==> config.mk <==
export PLATFORM = sky130hd
export DESIGN_NAME = clk_div_multi
export DESIGN_NICKNAME = d
export VERILOG_FILES = /design/src/rtl/clk_div_multi_pkg.sv /design/src/rtl/clk_div_multi_step_debounce.sv /design/src/rtl/clk_div_multi.sv
export SDC_FILE = /design/constraint.sdc
export NUM_CORES = 1
export LEC_CHECK = 0
export CAP_MARGIN = 20
export CORE_UTILIZATION = 30
export DETAILED_ROUTE_END_ITERATION = 7
export MAX_ROUTING_LAYER = met4
export SYNTH_ARGS = -nofsm -noshare
export SYNTH_HDL_FRONTEND = slang
export SYNTH_SLANG_ARGS = --single-unit
==> constraint.sdc <==
create_clock -name clk_in -period 16.8 [get_ports clk_in]
set_clock_uncertainty 0.2 [all_clocks]
set_input_delay 5.04 -clock clk_in [delete_from_list [all_inputs] [get_ports clk_in]]
set_output_delay 5.04 -clock clk_in [all_outputs]
set_load 0.02 [all_outputs]
==> src/rtl/clk_div_multi_pkg.sv <==
// Shared types and default sizing for the multi-channel tick/clock-enable generator.
package clk_div_pkg;

  typedef enum logic [1:0] {
    MODE_HALT = 2'd0,
    MODE_RUN  = 2'd1,
    MODE_STEP = 2'd2
  } clk_mode_t;

  localparam int unsigned CNT_W_DEF        = 26;
  localparam int unsigned DEBOUNCE_CYC_DEF = 1_000_000;

endpackage

==> src/rtl/clk_div_multi_step_debounce.sv <==
// Step push-button conditioner: two-flop synchroniser, optional stable-count
// filter (CLKDIV_DEBOUNCE_EN), rising-edge detector with a registered one-cycle
// step_pulse output.
module step_debounce
  import clk_div_pkg::*;
#(
  parameter int unsigned DEBOUNCE_CYC = DEBOUNCE_CYC_DEF
) (
  input  logic clk,
  input  logic reset,
  input  logic step_btn,
  output logic step_pulse
);

  logic sync1;
  logic sync2;
  logic level;
  logic level_d;

  // Bring the asynchronous button into the clock domain
  always_ff @(posedge clk) begin
    if (reset) begin
      sync1 <= 1'b0;
      sync2 <= 1'b0;
    end else begin
      sync1 <= step_btn;
      sync2 <= sync1;
    end
  end

`ifdef CLKDIV_DEBOUNCE_EN
  localparam int unsigned DB_W = (DEBOUNCE_CYC > 1) ? $clog2(DEBOUNCE_CYC) : 1;
  localparam logic [DB_W-1:0] DB_LAST = DB_W'(DEBOUNCE_CYC - 1);

  logic [DB_W-1:0] stable_cnt;

  // Accept a new level only after it has differed for DEBOUNCE_CYC cycles
  always_ff @(posedge clk) begin
    if (reset) begin
      level      <= 1'b0;
      stable_cnt <= '0;
    end else if (sync2 == level) begin
      stable_cnt <= '0;
    end else if (stable_cnt == DB_LAST) begin
      level      <= sync2;
      stable_cnt <= '0;
    end else begin
      stable_cnt <= stable_cnt + DB_W'(1);
    end
  end
`else
  assign level = sync2;
`endif

  // Rising-edge detect on the accepted level
  always_ff @(posedge clk) begin
    if (reset) begin
      level_d    <= 1'b0;
      step_pulse <= 1'b0;
    end else begin
      level_d    <= level;
      step_pulse <= level & ~level_d;
    end
  end

endmodule

==> src/rtl/clk_div_multi.sv <==
// Multi-channel programmable tick / 50%-duty toggle generator with HALT, RUN
// and single-STEP modes. Step-button filtering is enabled by CLKDIV_DEBOUNCE_EN.
module clk_div_multi
  import clk_div_pkg::*;
#(
  parameter int unsigned NUM_CH       = 2,
  parameter int unsigned CNT_W        = CNT_W_DEF,
  parameter int unsigned DEBOUNCE_CYC = DEBOUNCE_CYC_DEF
) (
  input  logic                    clk_in,
  input  logic                    reset,
  input  logic                    enable,
  input  logic [1:0]              mode,
  input  logic                    step_btn,
  input  logic [NUM_CH*CNT_W-1:0] div_val,
  output logic [NUM_CH-1:0]       tick_out,
  output logic [NUM_CH-1:0]       clk_out
);

  clk_mode_t mode_next;
  clk_mode_t mode_q;
  logic      run_entry;
  logic      step_pulse;
  logic      step_fire;

  // Decode the requested mode; the encoding 3 behaves as HALT
  always_comb begin
    mode_next = MODE_HALT;
    case (mode)
      2'd1:    mode_next = MODE_RUN;
      2'd2:    mode_next = MODE_STEP;
      default: mode_next = MODE_HALT;
    endcase
  end

  // The new mode governs the edge it arrives on
  always_comb begin
    run_entry = 1'b0;
    step_fire = 1'b0;
    run_entry = (mode_next == MODE_RUN) && (mode_q != MODE_RUN);
    step_fire = (mode_next == MODE_STEP) && step_pulse;
  end

  // Mode register, used to spot entry into RUN
  always_ff @(posedge clk_in) begin
    if (reset) begin
      mode_q <= MODE_HALT;
    end else begin
      mode_q <= mode_next;
    end
  end

  step_debounce #(
    .DEBOUNCE_CYC(DEBOUNCE_CYC)
  ) u_step (
    .clk       (clk_in),
    .reset     (reset),
    .step_btn  (step_btn),
    .step_pulse(step_pulse)
  );

  for (genvar ch = 0; ch < NUM_CH; ch++) begin : g_ch
    logic [CNT_W-1:0] cnt;
    logic [CNT_W-1:0] shadow;
    logic [CNT_W-1:0] div;
    logic [CNT_W-1:0] last;
    logic             term;
    logic             tick_q;
    logic             tog_q;

    assign div = div_val[ch*CNT_W +: CNT_W];

    // Terminal compare; shadow values 0 and 1 end the period every cycle
    always_comb begin
      last = '0;
      if (shadow != '0) begin
        last = shadow - CNT_W'(1);
      end
      term = (cnt == last);
    end

    // Per-channel counter, shadow divisor, tick pulse and toggle
    always_ff @(posedge clk_in) begin
      if (reset) begin
        cnt    <= '0;
        shadow <= div;
        tick_q <= 1'b0;
        tog_q  <= 1'b0;
      end else begin
        tick_q <= 1'b0;
        case (mode_next)
          MODE_RUN: begin
            if (run_entry) begin
              cnt <= '0;
            end else if (term) begin
              cnt    <= '0;
              shadow <= div;
              tick_q <= enable;
              tog_q  <= tog_q ^ enable;
            end else begin
              cnt <= cnt + CNT_W'(1);
            end
          end
          MODE_STEP: begin
            cnt    <= '0;
            tick_q <= step_fire;
            tog_q  <= tog_q ^ step_fire;
          end
          default: begin
            cnt <= cnt;
          end
        endcase
      end
    end

    assign tick_out[ch] = tick_q;
    assign clk_out[ch]  = tog_q;
  end

endmodule

After elaboration in Yosys (flattened, before gate mapping)
Index checks and enable logic that the tools add are counted.
{"block": "totals", "ff_bits": 114, "latchBits": 0, "mem_bits_rw": 0, "rom_bits": 0, "output_inout_bits": 4, "mem_count": 0}
{"block": "op_classes", "addsub": 4, "n_mul": 0, "n_div": 0, "magnitude_cmp": 0, "n_eq_ne": 11, "shifts": 0, "muxes": 29, "bitwise_logic": 6, "n_reduce_logical": 12}
{"op": "26-bit 2-to-1 mux", "count": 14}
{"op": "26-bit one-hot mux with 2 select lines", "count": 2}
{"op": "26-bit by 1-bit adder with 26-bit output, second input constant", "count": 2}
{"op": "26-bit == test", "count": 2}
{"op": "26-bit nonzero test", "count": 2}
{"op": "26-bit by 1-bit subtractor with 26-bit output, second input constant", "count": 2}
{"op": "3-bit AND reduction", "count": 4}
{"op": "1-bit 2-to-1 mux", "count": 8}
{"op": "2-bit != test, second input constant", "count": 4}
{"op": "1-bit one-hot mux with 2 select lines", "count": 4}
{"op": "2-bit nonzero test", "count": 4}
{"op": "2-bit by 1-bit == test with 1-bit output, second input constant", "count": 2}
{"op": "2-bit == test, second input constant", "count": 2}
{"op": "2-bit one-hot mux with 2 select lines", "count": 1}
{"op": "1-bit bitwise XOR", "count": 4}
{"op": "1-bit logical AND", "count": 2}
{"op": "2-bit by 1-bit != test with 1-bit output, second input constant", "count": 1}
{"op": "1-bit AND", "count": 1}
{"op": "1-bit NOT", "count": 1}

Logic depth before layout (Yosys ltp)
{"block": "depth", "depth_word": 7, "depth_mapped": 15}

Modules after synthesis
A second synthesis with hierarchy kept.
{"block": "hier_totals", "cells_unflattened": 852, "hier_area_um2": 7450.9}
{"module": "clk_div_multi", "n_inst": 1, "cells_per_inst": 844, "area_each_um2": 7339.5, "seq_area_each_um2": 2722.6}
{"module": "step_debounce", "n_inst": 1, "cells_per_inst": 8, "area_each_um2": 111.4, "seq_area_each_um2": 80.1}

Worst setup path after synthesis
OpenSTA, ideal clock, no wires.
{"block": "synth_timing", "path_type": "input to register", "start": "input port mode[1]", "end": "register g_ch[1].shadow[0], enable pin", "setup_time_ns": 0.445, "t_arrival_ns": 7.327, "slack_ns": 8.828, "cell_stages": 4, "cell_sequence": "inv_1 ha_1 nand3b_1 o21ai_0"}
{"block": "synth_between", "elab_chain_len": 6}
{"element": "from (decl)", "line_no": "clk_div_multi.sv:13", "source": "input logic [1:0] mode,"}
{"element": "2-bit == test or 2-bit by 1-bit == test with 1-bit output (tied branches)", "line_no": "clk_div_multi.sv:29", "source": "case (mode)"}
{"element": "2-bit one-hot mux with 2 select lines *", "line_no": "clk_div_multi.sv:29"}
{"element": "via mode_next[0]", "line_no": "clk_div_multi.sv:20", "source": "clk_mode_t mode_next;"}
{"element": "2-bit by 1-bit == test with 1-bit output *", "line_no": "clk_div_multi.sv:40, clk_div_multi.sv:91"}
{"element": "1-bit logical AND", "line_no": "clk_div_multi.sv:40", "source": "run_entry = (mode_next == MODE_RUN) && (mode_q != MODE_RUN);"}
{"element": "2-bit != test (no line)"}
{"element": "3-bit AND reduction (no line) *"}
{"element": "to (signal assigned)", "line_no": "clk_div_multi.sv:86", "source": "shadow <= div;"}
{"element": "to (signal assigned)", "line_no": "clk_div_multi.sv:97", "source": "shadow <= div;"}
{"element": "to (decl)", "line_no": "clk_div_multi.sv:64", "source": "logic [CNT_W-1:0] shadow;"}
The timed path passes the listed nets; every way through them passes the cells marked *.
A chain may end at the register's enable or synchronous reset.

Final worst setup path
{"block": "layout_timing", "start": "input port mode[0]", "end": "register g_ch[1].cnt[13]"}
{"block": "layout_between", "elab_chain_len": 6}
{"element": "2-bit == test or 2-bit by 1-bit == test with 1-bit output (tied branches)", "line_no": "clk_div_multi.sv:29"}
{"element": "2-bit one-hot mux with 2 select lines *", "line_no": "clk_div_multi.sv:29"}
{"element": "2-bit by 1-bit == test with 1-bit output", "line_no": "clk_div_multi.sv:40, clk_div_multi.sv:91"}
{"element": "1-bit logical AND", "line_no": "clk_div_multi.sv:40"}
{"element": "26-bit 2-to-1 mux", "line_no": "clk_div_multi.sv:93", "source": "if (run_entry) begin"}
{"element": "26-bit one-hot mux with 2 select lines", "line_no": "clk_div_multi.sv:91", "source": "case (mode_next)"}
{"element": "to (signal assigned)", "line_no": "clk_div_multi.sv:101", "source": "cnt <= cnt + CNT_W'(1);"}
{"element": "to (signal assigned)", "line_no": "clk_div_multi.sv:110", "source": "cnt <= cnt;"}
{"element": "to (decl)", "line_no": "clk_div_multi.sv:63", "source": "logic [CNT_W-1:0] cnt;"}
Every way passes the cells marked *; elsewhere a longest branch is shown, timed or not.

==> flow_metrics.env <==
export IMPL_status="finished clean"
export IMPL_cpPeakStageDelay_ns=0.70
export IMPL_hp_class="register to register"
export IMPL_routed_via_count=6598
export IMPL_num_antenna_cells=0
export IMPL_rsz0062_at_grt="no"
export IMPL_cp_required_ns=16.91
export IMPL_cts_tree="yes"
export IMPL_p_leak_nw=2.87
export IMPL_final_core_util_pct=36.8
export IMPL_ys_seq_area_share_pct=38.1
export IMPL_drt_initial_drc_count=613
export IMPL_drc_errors=0
export IMPL_fill_cells=2423
export IMPL_firstDrtPassIters=6
export IMPL_syn_inst=849
export IMPL_io_buffers=61
export IMPL_routedWlPerCell_um=16.1
export IMPL_max_freq_mhz=125
export IMPL_totalPowerFinal_uw=760
export IMPL_setup_viol=0
export IMPL_grt_max_degree=28
export IMPL_synth_nets=914
export IMPL_worstPathArrival_ns=8.12
export IMPL_final_layout_size_suffix_gt1_share_pct=7.28
export IMPL_synth_warnings=0
export IMPL_fp_dieW_um=159
export IMPL_worst_setup_path_end_kind="register"
export IMPL_start_util_pct=31.0
export IMPL_post_route_period_util_pct=47.7
export IMPL_wl_um=19500
export IMPL_synth_edf_count=52
export IMPL_grt_pass1_vias=5883
export IMPL_cts_setup_buffers=0
export IMPL_ys_seq_elements=114
export IMPL_worstMarginPinSlew_ns=0.901
export IMPL_ir_worst_vdd_uv=54.9
export IMPL_crit_type="input pin to register"
export IMPL_die_area_mm2=0.0251
export IMPL_post_place_ws_ns=8.41
export IMPL_clk_pin_slew_ns=0.05
export IMPL_crit_chain="clkdlybuf4s50_1 > inv_1 > ha_1 > a21oi_1 > nor2b_1 > o311ai_4 > buf_4 > or3_1 > o221ai_1"
export IMPL_die_h_um=159
export IMPL_cts_sinks=114
export IMPL_cp_slowest_cell="nor2b_1"
export IMPL_antenna_left=0
export IMPL_dp_hpwl_um=14300
export IMPL_cts_hold_buf=0
export IMPL_mostFrequentLayoutCells="nand2_1, nor2_1, dfxtp_1"
export IMPL_grt_pass1_wl_um=31500
export IMPL_fin_ws_ns=8.79
export IMPL_htree_levels=4
export IMPL_routabilityCongestion=0.908
export IMPL_rows=56
export IMPL_rrSetupSlack_ns=11.42
export IMPL_ios=62
export IMPL_nets=945
export IMPL_track_usage_pct=16.6
export IMPL_antenna_found_initial=0
export IMPL_synth_main_ff_cell="dfxtp_1"
export IMPL_startpoint_type="input pin"
export IMPL_cts_made_buffers=17
export IMPL_path_max_fanout=27
export IMPL_p_per_area_mw_per_mm2=87.0
export IMPL_holdWs_ns=0.182
export IMPL_clockBufferDepth=2
export IMPL_via_per_inst=5.44
export IMPL_layout_commonest_cell="nand2_1"
export IMPL_fin_crit_ns=8.01
export IMPL_async_flop_share_pct=0
export IMPL_hold_viol=0
export IMPL_setup_tns_ns=0
export IMPL_netlist_area_mm2=0.00736
export IMPL_maxSlewViolCount=0
export IMPL_gr_total_overflow=0
export IMPL_area_delta_synth_final_pct=18.8
export IMPL_synth_cell_types=76
export IMPL_max_slew_margin_pct=39.8
export IMPL_core_area_mm2=0.0238
export IMPL_maxCapViolCount=0
export IMPL_cts_resized=0
export IMPL_ctsRootBufferMaster="clkbuf_16"
export IMPL_syn_area_per_cell_um2=8.66
export IMPL_clk_latency_ns=0.42
state kept, by name, indices dropped and copies added, names as in the netlist:
signal             cells
u_step.step_pulse      1
g_ch.shadow           52
u_step.sync1           1
mode_q                 2
u_step.level_d         1
g_ch.cnt              52
g_ch.tog_q             2
g_ch.tick_q            2
u_step.level           1
where the power goes:
| part | internal (mW) | switching (mW) |
|---|---|---|
| combinational | 0.0367 | 0.0408 |
| clock | 0.230 | 0.130 |
| sequential | 0.304 | 0.0179 |
| total | 0.571 | 0.189 |
cell families (layout without fill, tap and decap cells):
| kind of cell | Yosys count | after routing | synth area share, % |
|---|---|---|---|
| AO/OA/AOI/OAI | 184 | 184 | 17.4 |
| XOR/XNOR | 64 | 64 | 7.99 |
| adder cells (fa/ha/maj) | 7 | 7 | 1.19 |
| buffers and inverters | 78 | 122 | 4.95 |
| flip-flops | 114 | 114 | 38.1 |
| multiplexers | 5 | 5 | 0.680 |
| AND/OR/NAND/NOR | 397 | 397 | 29.7 |
critical path, delay by kind of cell:
| kind | cells | cell delay [ns] |
|---|---|---|
| AND/OR/NAND/NOR | 2 | 1.06 |
| adder cells (fa/ha/maj) | 1 | 0.46 |
| buffers and inverters | 3 | 0.86 |
| AO/OA/AOI/OAI | 3 | 0.69 |
stage by stage:
stage | cell area (um^2) | instances
2_1_floorplan | 7360 | 849
4_1_cts | 8740 | 1212
6_report | 8740 | 1212
5_1_grt | 8740 | 1212
3_3_place_gp | 8140 | 1180
3_5_place_dp | 8140 | 1180
final cells by class:
class	count	area [um^2]	share of cell area, %
Inverter	23	86.3	0.988
Tap cell	319	399	4.57
Clock inverter	6	36.3	0.415
Sequential cell	114	2800	32.1
Timing Repair Buffer	67	656	7.50
Clock buffer	26	563	6.44
Multi-Input combinational cell	657	4200	48.0
routing by layer:
metal	wire [um]	global-route usage (%)
met5	0	-
met4	327	5.27
met3	930	3.51
met2	8690	24.5
met1	9580	22.6
synth_stat cells, types with 5 or more instances:
cell type	n	area, um^2
and3_1	12	75.1
buf_4	5	37.5
edfxtp_1	52	1560
mux2i_1	5	50.1
nand4_1	26	163
a211oi_1	5	37.5
nor3b_1	10	75.1
clkbuf_1	36	135
a211o_1	5	43.8
or4_1	15	113
xnor2_1	40	350
or2_2	7	43.8
o31ai_1	5	37.5
nor3_1	38	190
nand2b_1	14	87.6
buf_6	6	67.6
a21oi_1	23	115
a31oi_1	19	119
dfxtp_1	62	1240
inv_1	23	86.3
nor2_1	65	244
and2_1	7	43.8
a21o_1	10	75.1
xor2_1	22	193
nand2_1	72	270
nand3_1	42	210
nor4b_1	5	43.8
o21ai_0	48	240
or3_1	20	125
ha_1	7	87.6
nor2b_1	14	87.6
nor4_1	25	156
o21a_1	5	37.5
a22oi_1	5	37.5
a41oi_1	6	52.6
buf_2	5	25.0
o211ai_1	6	45.0
worst paths after layout:
| check | cells past startpoint | start | end |
|---|---|---|---|
| worst max-delay path | 9 | mode[0] | g_ch[1].cnt[13] |
| worst min-delay path | 1 | u_step.level_d | u_step.step_pulse |
| worst max register to register | 13 | g_ch[1].shadow[0] | g_ch[1].cnt[21] |
| worst min register to register | 1 | u_step.level_d | u_step.step_pulse |
No activity file was read; power rests on OpenSTA's default activity.
